File: src/rtl/hazard_scoreboard.sv
// Hazard scoreboard beside ID: tracks in-flight register writes and
// produces forward selects, load-use stalls, branch flush and freeze.
module hazard_scoreboard #(
    parameter int REG_AW     = 5,
    parameter int FWD_STAGES = 3,
    parameter int LOAD_READY = 1,
    parameter int BR_FLUSH   = 1,
    parameter int CNT_W      = 16,
    localparam int FWSEL_W   = $clog2(FWD_STAGES + 1)
) (
    input  logic               clk,
    input  logic               rst_n,
    input  logic               id_valid,
    input  logic [REG_AW-1:0]  rs,
    input  logic [REG_AW-1:0]  rt,
    input  logic               rs_used,
    input  logic               rt_used,
    input  logic               id_wreg,
    input  logic [REG_AW-1:0]  id_waddr,
    input  logic               id_load,
    input  logic               branch_taken,
    input  logic               mem_busy,
    output logic [FWSEL_W-1:0] fwda,
    output logic [FWSEL_W-1:0] fwdb,
    output logic               stall,
    output logic               pc_hold,
    output logic               flush,
    output logic               freeze,
    output logic [CNT_W-1:0]   stall_cnt
);

    localparam int FC_W = 3;

    logic [FWD_STAGES-1:0] vld_q, vld_d;
    logic [FWD_STAGES-1:0] ld_q, ld_d;
    logic [REG_AW-1:0]     wa_q [FWD_STAGES];
    logic [REG_AW-1:0]     wa_d [FWD_STAGES];
    logic [FC_W-1:0]       fcnt_q, fcnt_d;
    logic [CNT_W-1:0]      scnt_q, scnt_d;

    logic use_a, use_b;
    logic hit_a, hit_b;
    logic rdy_a, rdy_b;
    int   k_a, k_b;

    // Scan oldest to youngest so the nearest (smallest k) match wins.
    always_comb begin
        use_a = rs_used && (rs != '0);
        use_b = rt_used && (rt != '0);
        hit_a = 1'b0;
        hit_b = 1'b0;
        rdy_a = 1'b0;
        rdy_b = 1'b0;
        k_a   = 0;
        k_b   = 0;
        for (int k = FWD_STAGES - 1; k >= 0; k--) begin
            if (use_a && vld_q[k] && (wa_q[k] == rs)) begin
                hit_a = 1'b1;
                rdy_a = !ld_q[k] || (k >= LOAD_READY);
                k_a   = k;
            end
            if (use_b && vld_q[k] && (wa_q[k] == rt)) begin
                hit_b = 1'b1;
                rdy_b = !ld_q[k] || (k >= LOAD_READY);
                k_b   = k;
            end
        end
        fwda = (hit_a && rdy_a) ? FWSEL_W'(FWD_STAGES - k_a) : '0;
        fwdb = (hit_b && rdy_b) ? FWSEL_W'(FWD_STAGES - k_b) : '0;
    end

    assign stall     = id_valid && ((hit_a && !rdy_a) || (hit_b && !rdy_b));
    assign freeze    = mem_busy;
    assign pc_hold   = stall || freeze;
    assign flush     = (fcnt_q != '0);
    assign stall_cnt = scnt_q;

    always_comb begin
        vld_d  = vld_q;
        ld_d   = ld_q;
        wa_d   = wa_q;
        fcnt_d = fcnt_q;
        scnt_d = scnt_q;
        if (!freeze) begin
            vld_d[0] = id_valid && id_wreg && !stall && !flush;
            wa_d[0]  = id_waddr;
            ld_d[0]  = id_load;
            for (int k = 1; k < FWD_STAGES; k++) begin
                vld_d[k] = vld_q[k-1];
                wa_d[k]  = wa_q[k-1];
                ld_d[k]  = ld_q[k-1];
            end
            if (branch_taken && id_valid && !stall && !flush) begin
                fcnt_d = FC_W'(BR_FLUSH);
            end else if (flush) begin
                fcnt_d = fcnt_q - 1'b1;
            end
            if (stall && (scnt_q != '1)) begin
                scnt_d = scnt_q + 1'b1;
            end
        end
    end

    always_ff @(posedge clk or negedge rst_n) begin
        if (!rst_n) begin
            vld_q  <= '0;
            ld_q   <= '0;
            fcnt_q <= '0;
            scnt_q <= '0;
            for (int k = 0; k < FWD_STAGES; k++) begin
                wa_q[k] <= '0;
            end
        end else begin
            vld_q  <= vld_d;
            ld_q   <= ld_d;
            wa_q   <= wa_d;
            fcnt_q <= fcnt_d;
            scnt_q <= scnt_d;
        end
    end

endmodule

File: config.mk
export PLATFORM = sky130hd
export DESIGN_NAME = hazard_scoreboard
export DESIGN_NICKNAME = d
export VERILOG_FILES = /design/src/rtl/hazard_scoreboard.sv
export SDC_FILE = /design/constraint.sdc
export NUM_CORES = 1
export LEC_CHECK = 0
export ABC_CLOCK_PERIOD_IN_PS = 2680
export BUFFER_PORTS_ARGS = -buffer_cell sky130_fd_sc_hd__buf_2
export CAP_MARGIN = 20
export CORE_MARGIN = 2
export CORE_UTILIZATION = 35
export CTS_BUF_LIST = sky130_fd_sc_hd__clkbuf_4
export DETAILED_ROUTE_END_ITERATION = 10
export GPL_TIMING_DRIVEN = 0
export PLACE_DENSITY = 0.56
export SLEW_MARGIN = 20
export SYNTH_ARGS = -nofsm -noshare
export SYNTH_HDL_FRONTEND = slang
export SYNTH_SLANG_ARGS = --single-unit
export TNS_END_PERCENT = 30
File: constraint.sdc
create_clock -name clk -period 2.68 [get_ports clk]
set_clock_uncertainty 0.05 [all_clocks]
set_input_delay 0 -clock clk [delete_from_list [all_inputs] [get_ports clk]]
set_output_delay 0 -clock clk [all_outputs]
set_load 0.02 [all_outputs]
==> results of run 1 <==
## sequential cells by signal, indices dropped and copies added, names as in the netlist
name	cells
ld_q	1
wa_q	15
fcnt_q	3
vld_q	3
stall_cnt	16
## how the worst max path moves through the flow
| stage | cells past startpoint | startpoint | end | slack, ns |
|---|---|---|---|---|
| 5_1_grt | 7 | wa_q[11] | stall_cnt[8] | 0.06 |
| 3_5_place_dp | 7 | wa_q[11] | stall_cnt[15] | 0.23 |
| 6_report | 7 | wa_q[11] | stall_cnt[10] | 0.26 |
| 4_1_cts | 7 | wa_q[11] | stall_cnt[10] | 0.21 |
| 3_3_place_gp | 7 | wa_q[11] | stall_cnt[10] | 0.24 |
| 2_1_floorplan | 7 | stall_cnt[7] | stall_cnt[8] | 0.64 |
## final cells by class
type / count / area, um^2
fillers: 568 / 3290
multi-input cells: 134 / 1080
flip-flops and latches: 38 / 951
repair buffers: 57 / 335
well taps: 75 / 93.8
clock buffers: 6 / 45.0
plain buffers: 5 / 30.0
inverters: 6 / 22.5
clock inverters: 1 / 7.51
## Yosys cell counts, drive strengths merged
library cell / count
o31ai: 1
nor3: 1
o21a: 3
mux2i: 2
mux2: 19
or3: 1
o32ai: 2
a41o: 1
a21oi: 1
nand3: 8
o21ai: 5
nand2b: 1
buf: 2
xor2: 25
clkbuf: 3
ha: 3
dfrtp: 38
a211oi: 2
and4: 1
inv: 6
and3: 5
nand2: 9
nand4: 11
or4: 2
nor4: 6
nor2: 4
xnor2: 20
or2: 1
## cells by family (layout without fill, tap and decap cells)
| logic type | after synthesis | count (layout) | share of synthesized area |
|---|---|---|---|
| AND/OR/NAND/NOR | 50 | 50 | 0.141 |
| flip-flops | 38 | 38 | 0.457 |
| XOR/XNOR | 45 | 45 | 0.189 |
| buffers and inverters | 11 | 75 | 0.0252 |
| multiplexers | 21 | 21 | 0.112 |
| adder cells (fa/ha/maj) | 3 | 3 | 0.0180 |
| AO/OA/AOI/OAI | 15 | 15 | 0.0577 |
## repair_timing
action	CTS	global route
resized for setup	0	0
hold endpoints to repair	47	0
hold buffers	10	0
## layer usage
layer  up-vias  global-route usage  share of wire
met1       723               0.195           0.50
met2        21               0.227           0.47
met4         0              0.0458         0.0092
met5         -                   0              0
met3         2              0.0311          0.027
li1        784                   -              -
## worst register-to-register path, delay by kind of cell (launching register included)
kind                      cells  cell delay [ns]
buffers and inverters         1             0.21
xor gates and xnor gates      2             0.32
DFF                           1             0.45
and+or+nand+nor               3             0.81
AOI/OAI and AO/OA             1             0.48
## metrics by stage
stage,hold slack (ns),worst slack (ns)
4_1_cts,0.00733,0.208
3_3_place_gp,0.114,0.238
6_report,0.0296,0.264
2_1_floorplan,-0.346,0.638
3_5_place_dp,0.116,0.231
5_1_grt,0.0292,0.0585
## where the power goes
group | internal [mW] | switching, mW | total (mW)
clock network | 0.108 | 0.180 | 0.288
logic | 0.151 | 0.142 | 0.294
registers | 0.636 | 0.0615 | 0.698
==> impl_metrics.py, run 1 <==
metrics = {
    "run_status": {
        "status": "finished clean",
    },
    "global_routing": {
        "overflow": 0,
        "antenna_found_initial": 0,
        "grt_pass1_vias": 1470,
        "grt_first_pass_wirelength_um": 7110,
        "grt_max_degree": 39,
        "grtUsageTotal": 0.143,
    },
    "routing": {
        "wl_um": 4370,
        "vias_per_cell": 4.75,
        "remaining_drc_errors": 0,
        "via_count": 1530,
        "drt-pass1-iter-count": 4,
        "ant_nets": 0,
        "drt_iter0_markers": 53,
        "wire_per_inst_um": 13.6,
    },
    "synth": {
        "yosysWarningCount": 0,
        "synth-seq-area-share": 0.457,
        "synth_area_leaders": "dfrtp_1 46%, xor2_1 11%, mux2_2 10%",
        "mappedNetlistArea_um2": 2080,
        "syn-instance-count": 183,
        "synth_seq_cells": 38,
        "ys_types": 32,
        "syn_nets": 210,
        "synth_largest_area_cell": "dfrtp_1",
        "synth_top_area_share": 0.457,
        "syn_avg_cell_area_um2": 11.4,
    },
    "critical_path": {
        "crit_chain": "xor2_1 > nor4_1 > nand4_2 > a211oi_4 > buf_6 > nand3_1 > xnor2_1",
        "crit_path_max_fanout": 10,
        "worstRegToRegCells": 7,
        "crit_path_max_incr_delay_ns": 0.47,
        "start_kind": "flip-flop",
        "crit_family": "simple AND/OR/NAND/NOR gates",
        "rr_endpoint": "stall_cnt[10]",
        "crit_buf_inv": 1,
        "endpoint_kind": "flip-flop",
        "worst-setup-path-type": "flip-flop to flip-flop",
        "reg2reg_from": "wa_q[11]",
        "reg2reg_slack_ns": 0.26,
        "cp_data_required_time_ns": 2.86,
        "cp.arrival_ns": 2.60,
        "slowest_stage": "a211oi_4",
    },
    "cts": {
        "clkLatencyLatePin_ns": 0.33,
        "cts_max_path_buffers": 2,
        "clk_pin_slew_ns": 0.12,
        "cts_root_buf": "clkbuf_4",
        "cts_made_buffers": 5,
        "postCtsSetupRepairBufs": 0,
        "cts.sinks": 38,
        "cts_tree": "done",
        "htree_num_levels": 2,
    },
    "power": {
        "power.total_mw": 1.28,
        "powerDensity_nw_per_um2": 499,
        "vdd_drop_max_uv": 205,
        "cellLeakagePower_nw": 1.19,
    },
    "layout": {
        "antennaDiodeCount": 0,
        "fin_area_um2": 2560,
        "layout_commonest_cell": "buf_2",
        "most-common-layout-cells": "47 x buf_2, 38 x dfrtp_1, 25 x xor2_1",
        "fin_nets": 274,
        "final_core_util": 0.438,
        "area.growth.synth_to_final_pct": 23.1,
        "fin_cells": 322,
        "layout-drive-gt1-share": 0.328,
    },
    "sta": {
        "rsz0062_at_grt": "false",
        "period_needed_ns": 2.42,
        "setup_tns_ns": 0,
        "timing.fmax_ghz": 0.414,
        "period_share": 0.901,
        "tightest_slew_ns": 0.844,
        "slew_headroom": 0.437,
        "hold_viol": 0,
        "slew_violations": 0,
        "setup_violations": 0,
    },
    "place": {
        "place_hpwl_um": 3260,
        "dpl_cell_area_um2": 2410,
        "io_buffers": 47,
        "dp.cells": 305,
        "globalplace.congestion": 0.786,
    },
    "floorplan": {
        "initial_core_util": 0.356,
        "pin_count": 48,
        "rows": 28,
        "die_area_um2": 6580,
        "dieWidth_um": 81.1,
        "core_um2": 5850,
        "die_h_um": 81.1,
    },
    "min_path": {
        "hold_depth": 4,
        "min_to": "fcnt_q[2]",
        "hold_class": "input pin to flip-flop",
        "hp-start": "id_valid",
    },
    "run": {
        "drv_cap": 0,
    },
}
Note: power is estimated with default switching activity, not from simulation.
==> inputs of run 2 (changes only) <==
- RECOVER_POWER: unset -> 25
==> run 2 against run 1 <==
Worst hold slack got worse by 0.0079 ns. The run now ends with capacitance limit, slew limit left. Design area decreased by 0.24%. Fmax is 0.29% higher. Clock power is essentially flat. Sequential share of layout area rose by 0.091 points. Critical endpoint unchanged. Routed wire length grew 0.76%. Die area unchanged. First-iteration DRC count is 3.8% lower. Utilization shrank 0.11 points. Worst setup slack better by 0.0069 ns. Global-route usage is the same.
==> impl_metrics.py, run 2 (synthesis gave the netlist of run 1 again) <==
metrics = {
    "run_status": {
        "status": "finished, violations left",
        "violations": "capacitance limit, slew limit",
    },
    "run": {
        "drv_cap": 1,
    },
    "sta": {
        "period_share": 0.899,
        "setup_violations": 0,
        "hold_viol": 0,
        "slew_violations": 39,
        "slew_headroom": -0.357,
        "period_needed_ns": 2.41,
        "tightest_slew_ns": 2.04,
        "final.setup.worst_slack_ns": 0.271,
        "rsz0062_at_grt": "false",
        "timing.fmax_ghz": 0.415,
        "hold_slack_ns": 0.0217,
        "setup_tns_ns": 0,
    },
    "critical_path": {
        "worst-setup-path-type": "flip-flop to flip-flop",
        "crit_chain": "xor2_1 > nor4_1 > nand4_2 > a211oi_4 > buf_6 > nand3_1 > xnor2_1",
        "slowest_stage": "a211oi_4",
        "cp.arrival_ns": 2.59,
        "cp_data_required_time_ns": 2.86,
        "crit_path_max_fanout": 10,
        "crit_path_max_incr_delay_ns": 0.47,
        "crit_family": "simple AND/OR/NAND/NOR gates",
        "start_kind": "flip-flop",
        "endpoint_kind": "flip-flop",
        "crit_buf_inv": 1,
    },
    "routing": {
        "via_count": 1539,
        "wl_um": 4400,
        "vias_per_cell": 4.78,
        "drt_iter0_markers": 51,
        "drt-pass1-iter-count": 4,
        "wire_per_inst_um": 13.7,
        "remaining_drc_errors": 0,
        "ant_nets": 0,
    },
    "layout": {
        "most-common-layout-cells": "42 x buf_2, 38 x dfrtp_1, 25 x xor2_1",
        "layout-drive-gt1-share": 0.308,
        "multiInputGateArea_um2": 1080,
        "fin_nets": 274,
        "seqCellArea_um2": 951,
        "antennaDiodeCount": 0,
        "layout_commonest_cell": "buf_2",
        "fin_cells": 322,
        "largest_register_ffs": 16,
        "n_fill_cell": 567,
        "area.growth.synth_to_final_pct": 22.8,
    },
    "place": {
        "globalplace.congestion": 0.786,
        "place_hpwl_um": 3260,
        "dp_slack_ns": 0.231,
        "io_buffers": 47,
        "dp.cells": 305,
    },
    "global_routing": {
        "grt_first_pass_wirelength_um": 7110,
        "grtUsageTotal": 0.143,
        "grt_max_degree": 39,
        "antenna_found_initial": 0,
        "overflow": 0,
        "grt_pass1_vias": 1470,
    },
    "cts": {
        "htree_num_levels": 2,
        "cts_tree": "done",
        "clk_pin_slew_ns": 0.12,
        "cts.sinks": 38,
        "cts_made_buffers": 5,
        "cts_root_buf": "clkbuf_4",
        "cts_max_path_buffers": 2,
        "clkLatencyLatePin_ns": 0.33,
    },
    "floorplan": {
        "core_um2": 5850,
        "pin_count": 48,
        "die_area_um2": 6580,
        "die_h_um": 81.1,
        "rows": 28,
        "initial_core_util": 0.356,
        "dieWidth_um": 81.1,
    },
    "min_path": {
        "hold_class": "input pin to flip-flop",
    },
    "power": {
        "powerDensity_nw_per_um2": 501,
        "vdd_drop_max_uv": 204,
        "cellLeakagePower_nw": 1.17,
    },
}
==> run 2: changes by cell type in the layout (fill, tap and decap cells not counted), sizes merged <==
| cell | change |
|---|---|
| clkbuf | +5 |
| buf | -5 |
==> run 2: worst reg2reg max path: stages (launching register included) <==
cell      delay [ns]
dfrtp_1         0.45
xor2_1          0.18
nor4_1          0.41
nand4_2         0.29
a211oi_4        0.48
buf_6           0.21
nand3_1         0.10
xnor2_1         0.14
==> run 2: metal layers <==
metal	vias to the layer above	track usage	routed length, um
met5	-	0	0
met4	0	0.0458	40
met3	2	0.0311	128
met2	26	0.227	2050
met1	727	0.195	2180
li1	784	-	-
==> run 2: cell type report <==
cell class	count	area share
tap	75	0.0367
clock inverter	1	0.00294
sequential	38	0.372
timing repair buffer	57	0.129
inverter	6	0.00881
multi-input combinational	134	0.422
clock buffer	6	0.0176
buffer	5	0.0117
==> run 2: stage by stage <==
stage / power [mW] / cell area, um^2 / utilization
2_1_floorplan: 0.899 / 2080 / -
3_3_place_gp: 0.985 / 2410 / 0.412
3_5_place_dp: 0.995 / 2410 / 0.412
4_1_cts: 1.31 / 2560 / 0.438
5_1_grt: 1.38 / 2560 / 0.437
6_report: 1.28 / 2560 / 0.437
==> run 2: power by group <==
part / total, mW / leakage, nW / switching (mW) / internal (mW)
sequential: 0.698 / 0.489 / 0.0615 / 0.636
combinational: 0.293 / 0.656 / 0.142 / 0.151
clock: 0.289 / 0.0278 / 0.181 / 0.108
==> run 2: repair_timing <==
item                       in CTS  in global routing
setup endpoints to repair       0                  0
hold buffers                   10                  0
gates resized for setup         0                  0
hold endpoints to repair       47                  0
setup buffers                   0                  0
==> run 2: worst paths after layout <==
| kind | end | startpoint | slack, ns | cells after the start |
|---|---|---|---|---|
| min in group asynchronous | stall_cnt[4] | rst_n | 0.74 | 2 |
| setup / recovery | stall_cnt[10] | wa_q[11] | 0.27 | 7 |
| setup reg to reg | stall_cnt[10] | wa_q[11] | 0.27 | 7 |
| hold / removal | fcnt_q[2] | id_valid | 0.02 | 4 |
| hold reg to reg | stall_cnt[10] | stall_cnt[10] | 0.46 | 1 |
| max in group asynchronous | wa_q[8] | rst_n | 0.66 | 2 |
